`config.mk`:
```
export PLATFORM = sky130hd
export DESIGN_NAME = glow_io_bank
export DESIGN_NICKNAME = d
export VERILOG_FILES = /design/src/rtl/glow_io_bank.sv
export SDC_FILE = /design/constraint.sdc
export NUM_CORES = 1
export LEC_CHECK = 0
export CAP_MARGIN = 20
export CORE_AREA = 2 2 102 104
export CTS_BUF_LIST = sky130_fd_sc_hd__clkbuf_4
export DETAILED_ROUTE_END_ITERATION = 7
export DIE_AREA = 0 0 104 106
export GPL_TIMING_DRIVEN = 0
export PLACE_DENSITY = 0.72
export SLEW_MARGIN = 0
export SYNTH_ARGS = -nofsm -noshare
export SYNTH_HDL_FRONTEND = slang
export SYNTH_SLANG_ARGS = --single-unit
```
`constraint.sdc`:
```
create_clock -name clk -period 1.47 [get_ports clk]
set_clock_uncertainty 0.1 [all_clocks]
set_input_delay 0.2205 -clock clk [delete_from_list [all_inputs] [get_ports clk]]
set_output_delay 0.2205 -clock clk [all_outputs]
set_load 0.05 [all_outputs]
```
`src/rtl/glow_io_bank.sv`:
```
// Memory-mapped GPIO bank: PORTS channels of WIDTH bits with OUT/DIR/IN/FLAG registers,
// shared CTRL/STAT registers, synchronised inputs and edge-capture interrupt.
module glow_io_bank #(
    parameter int unsigned PORTS = 2,
    parameter int unsigned WIDTH = 8,
    parameter int unsigned ABITS = 5,
    parameter logic [23:0] BASE  = 24'hFFFF00
) (
    input  logic                   clk,
    input  logic                   rst,
    input  logic                   WAIT,
    input  logic [23:0]            daddr,
    input  logic [7:0]             ddata_i,
    output logic [7:0]             ddata_o,
    input  logic                   dwrite,
    input  logic [PORTS*WIDTH-1:0] io_i,
    output logic [PORTS*WIDTH-1:0] io_o,
    output logic [PORTS*WIDTH-1:0] io_oe,
    output logic                   irq
);

    localparam int unsigned NB       = PORTS * WIDTH;
    localparam int unsigned CTRL_OFF = 4 * PORTS;
    localparam int unsigned STAT_OFF = 4 * PORTS + 1;

    logic [NB-1:0]    out_q, dir_q, flag_q;
    logic [NB-1:0]    s1_q, s2_q, s3_q;
    logic [2:0]       ctrl_q;

    logic             hit_c, take_c, wr_c;
    logic [ABITS-1:0] off_c;
    logic [NB-1:0]    out_n, dir_n, flag_n, clr_c, rise_c, fall_c;
    logic [2:0]       ctrl_n;
    logic [7:0]       rdata_c;
    logic [PORTS-1:0] stat_c;

    // Address decode: a bus access is taken only on a window hit with no stall.
    assign hit_c  = (daddr[23:ABITS] == BASE[23:ABITS]);
    assign off_c  = daddr[ABITS-1:0];
    assign take_c = hit_c & ~WAIT;
    assign wr_c   = take_c & dwrite;

    assign io_o  = out_q;
    assign io_oe = dir_q;

    always_comb begin
        stat_c = '0;
        for (int unsigned p = 0; p < PORTS; p++) begin
            stat_c[p] = |flag_q[p*WIDTH +: WIDTH];
        end
    end

    // Read mux; IN returns the synchronised pin regardless of direction.
    always_comb begin
        rdata_c = '0;
        for (int unsigned p = 0; p < PORTS; p++) begin
            if (off_c == ABITS'(4*p + 0)) rdata_c[WIDTH-1:0] = out_q[p*WIDTH +: WIDTH];
            if (off_c == ABITS'(4*p + 1)) rdata_c[WIDTH-1:0] = dir_q[p*WIDTH +: WIDTH];
            if (off_c == ABITS'(4*p + 2)) rdata_c[WIDTH-1:0] = s2_q[p*WIDTH +: WIDTH];
            if (off_c == ABITS'(4*p + 3)) rdata_c[WIDTH-1:0] = flag_q[p*WIDTH +: WIDTH];
        end
        if (off_c == ABITS'(CTRL_OFF)) rdata_c[2:0] = ctrl_q;
        if (off_c == ABITS'(STAT_OFF)) rdata_c[PORTS-1:0] = stat_c;
    end

    // Register writes and flag update; a new capture beats a same-cycle W1C.
    always_comb begin
        out_n  = out_q;
        dir_n  = dir_q;
        ctrl_n = ctrl_q;
        clr_c  = '0;
        rise_c = s2_q & ~s3_q & {NB{ctrl_q[0]}};
        fall_c = ~s2_q & s3_q & {NB{ctrl_q[1]}};
        if (wr_c) begin
            for (int unsigned p = 0; p < PORTS; p++) begin
                if (off_c == ABITS'(4*p + 0)) out_n[p*WIDTH +: WIDTH] = ddata_i[WIDTH-1:0];
                if (off_c == ABITS'(4*p + 1)) dir_n[p*WIDTH +: WIDTH] = ddata_i[WIDTH-1:0];
                if (off_c == ABITS'(4*p + 3)) clr_c[p*WIDTH +: WIDTH] = ddata_i[WIDTH-1:0];
            end
            if (off_c == ABITS'(CTRL_OFF)) ctrl_n = ddata_i[2:0];
        end
        flag_n = (flag_q & ~clr_c) | rise_c | fall_c;
    end

    always_ff @(posedge clk or negedge rst) begin
        if (!rst) begin
            out_q   <= '0;
            dir_q   <= '0;
            flag_q  <= '0;
            ctrl_q  <= '0;
            s1_q    <= '0;
            s2_q    <= '0;
            s3_q    <= '0;
            ddata_o <= '0;
            irq     <= 1'b0;
        end else begin
            out_q  <= out_n;
            dir_q  <= dir_n;
            flag_q <= flag_n;
            ctrl_q <= ctrl_n;
            s1_q   <= io_i;
            s2_q   <= s1_q;
            s3_q   <= s2_q;
            irq    <= ctrl_q[2] & (|flag_q);
            if (take_c) begin
                ddata_o <= rdata_c;
            end
        end
    end

endmodule

```
==> results.sh <==
export IMPL_final_critical_path_setup_slack_ps=-403.2
export IMPL_synth_compound_area_frac=0.09621
export IMPL_crit_type="input pin to register"
export IMPL_drive_above_1_share=0.3980
export IMPL_hold_viol=0
export IMPL_rsz0062_at_grt="true"
export IMPL_post_synthesis_xor_xnor_area_fraction=0
export IMPL_ir_worst_vdd_mv=0.5145
export IMPL_first_pass_grt_wire_length_um=19930
export IMPL_antenna_diode_count=0
export IMPL_buffer_type_at_the_clock_tree_root="clkbuf_4"
export IMPL_drt_pass1_iter_count=5
export IMPL_clk_latency_ps=480
export IMPL_final_non_filler_cell_total=636
export IMPL_maxClockFrequency_mhz=533.8
export IMPL_core_region_area_um2=10000
export IMPL_numPortBuffers=90
export IMPL_synth_simple_gate_area_share=0.1382
export IMPL_tritoncts="done"
export IMPL_antenna_found_initial=0
export IMPL_yosys_mux_area_fraction=0.1539
export IMPL_combinational_family_with_the_most_area_after_synthesis="multiplexers"
export IMPL_leading_cell_types_in_the_layout_fill_and_taps_excluded="101 x dfrtp_1, 39 x buf_4, 29 x clkdlybuf4s50_1"
export IMPL_run_status="finished with violations"
export IMPL_synthAdderAreaFrac=0
export IMPL_grt_overflow_total=0
export IMPL_timing_critical_path_arrival_ps=2140
export IMPL_crit_path_max_fanout=8
export IMPL_drcViolationCount=0
export IMPL_maxSlewHeadroom=0.6248
export IMPL_boundaryPins=93
export IMPL_fraction_of_registers_with_async_set_reset=1.000
export IMPL_yosysUniqueCellTypes=46
export IMPL_synth_ff_latch_count=108
export IMPL_grt_max_degree=71
export IMPL_mappedNetlistNets=416
export IMPL_route_detailed_vias_per_inst=5.601
export IMPL_first_global_vias=3644
export IMPL_layout_area_overhead_vs_synth_pct=37.91
export IMPL_detailedPlacementHpwl_um=8393
export IMPL_yosysSeqAreaShare=0.5854
export IMPL_timing_final_crit_period_ps=1873
export IMPL_worst_pin_slew_ps=560.7
export IMPL_mostFrequentLayoutCell="dfrtp_1"
export IMPL_final_setup_viol_count=57
export IMPL_period_share=1.274
export IMPL_worst_setup_hold_path_clk_slew_ps=180
export IMPL_holdCritStartpoint="io_i[1]"
export IMPL_die_area_um2=11020
export IMPL_dieWidth_um=104
export IMPL_start_util=0.4617
export IMPL_chipHeight_um=106
export IMPL_multi_input_area_um2=2034
export IMPL_fillCellCount=795
export IMPL_route_final_wire_length_um=12330
export IMPL_cts_buffers_inserted=9
export IMPL_synth_main_ff_cell="dfrtp_1"
export IMPL_synthesis_instances=364
export IMPL_ff_latch_area_um2=2711
export IMPL_p_leak_nw=2.923
export IMPL_synth_edf_count=0
export IMPL_report_final_slew_viol_count=0
export IMPL_cts_max_path_buffers=2
export IMPL_wl_per_cell_um=19.38
export IMPL_clock_sinks=108
export IMPL_cp_data_required_time_ps=1740
export IMPL_critical_path_endpoint_type="register"
export IMPL_first_iter_violations=165
export IMPL_place_inst=591
export IMPL_synthesis_area_per_instance_um2=12.68
export IMPL_failed_checks="negative setup slack"
export IMPL_total_routing_usage_reported_by_global_routing=0.2357
export IMPL_p_per_area_nw_per_um2=773.2
export IMPL_core_rowCount=37
export IMPL_vias=3562
export IMPL_cp_startpoint="daddr[4]"
export IMPL_holdCritPathClass="input pin to register"
export IMPL_yosys_warnings=0
export IMPL_synthesis_area_um2=4617
export IMPL_tns_ps=-14340
export IMPL_drtAntennaViolNets=0
export IMPL_gp_weighted_congestion=0.9274
export IMPL_startpoint_type="input pin"
export IMPL_maxCapViolCount=0
export IMPL_nNetsFinal=547
export IMPL_critical_path_reg2reg_startpoint="s2_q[10]"
export IMPL_htree_num_levels=3
==> routing by layer <==
metal | vias to the layer above | global-route usage | routed length, um
li1 | 1610 | - | -
met1 | 1771 | 0.3174 | 5230
met2 | 155 | 0.3694 | 5907
met3 | 26 | 0.06315 | 900
met4 | 0 | 0.08880 | 290
met5 | - | 0 | 0
==> area by class of cell <==
type / instances / share of cell area
Timing Repair Buffer: 122 / 0.1761
Inverter: 11 / 0.006485
Clock inverter: 7 / 0.009039
Tap cell: 136 / 0.02672
Clock buffer: 9 / 0.01061
Buffer: 16 / 0.02574
Sequential cell: 108 / 0.4258
Multi-Input combinational cell: 227 / 0.3195
==> report_power, final <==
part	total [mW]	leakage (nW)	switching [mW]	internal, mW
sequential	3.08	1.33	0.0380	3.04
combinational	0.444	1.52	0.234	0.210
clock	1.40	0.0665	1.03	0.373
total	4.92	2.92	1.30	3.62
==> cell families (layout without fill, tap and decap cells) <==
kind of cell           Yosys count  count (layout)
and+or+nand+nor                111             111
DFF                            108             108
AOI/OAI and AO/OA               67              67
muxes                           49              49
buffers and inverters           29             165
==> sequential cells by signal, indices dropped and copies added, names as in the netlist <==
register  cells
flag_q       16
io_o         16
io_oe        16
s1_q         16
s2_q         16
s3_q         16
ddata_o       8
ctrl_q        3
irq           1
==> worst max-delay path: stages <==
cell,delay [ps]
clkdlybuf4s15_2,250
nand2b_4,180
or2_2,270
clkbuf_2,190
or4_4,560
buf_12,170
mux2_4,300
==> final timing paths <==
check / endpoint / slack [ps] / cells past startpoint
setup / recovery: io_oe[13] / -400 / 7
hold / removal: s1_q[1] / 50 / 1
setup reg to reg: ddata_o[2] / -160 / 5
hold reg to reg: s2_q[9] / 260 / 0
max in group asynchronous: ctrl_q[0] / 420 / 3
min in group asynchronous: s2_q[0] / 130 / 2
==> what timing repair did <==
item,in CTS,in global routing
buffers inserted,21,10
gates resized for setup,322,50
pin swaps,32,16
hold endpoints to repair,38,0
hold buffers,1,0
setup endpoints to repair,101,85
gates cloned,1,0
==> metrics by stage <==
step / util / hold slack (ps) / setup WS, ps / area, um^2 / power (mW)
5_1_grt: 0.6368 / 16.81 / -429.9 / 6367 / 5.107
6_report: 0.6368 / 49.65 / -403.2 / 6367 / 4.923
3_3_place_gp: 0.5744 / 231.6 / -4307 / 5744 / 3.520
3_5_place_dp: 0.5770 / 121.5 / -1514 / 5769 / 3.532
2_1_floorplan: - / -175.1 / -732.2 / 4673 / 3.254
4_1_cts: 0.6146 / 42.34 / -445.3 / 6146 / 4.938
==> cells in the mapped netlist, types with 2 or more instances <==
cell type	n	area, um^2
or4_1	3	22.52
nor4_1	5	31.28
a21o_1	9	67.56
o22ai_1	2	12.51
nand3b_1	9	67.56
buf_1	4	15.01
mux2i_1	2	20.02
nand2_1	27	101.4
a211oi_1	3	22.52
a21oi_1	3	15.01
nor4_4	2	42.54
nor2_1	17	63.81
mux2_4	16	240.2
o41ai_1	4	35.03
dfrtp_1	108	2703
o21ai_0	18	90.09
nand2b_1	4	25.02
mux4_2	9	202.7
mux2_2	22	247.7
nand4_1	12	75.07
nor3_1	7	35.03
a31oi_1	16	100.1
or3_1	3	18.77
clkbuf_1	11	41.29
nand3_1	4	20.02
a22oi_1	3	22.52
inv_1	11	41.29
o221ai_1	2	17.52
nor2b_1	9	56.30
a2111oi_0	2	17.52
o211a_1	2	20.02
Note: power is estimated with default switching activity, not from simulation.
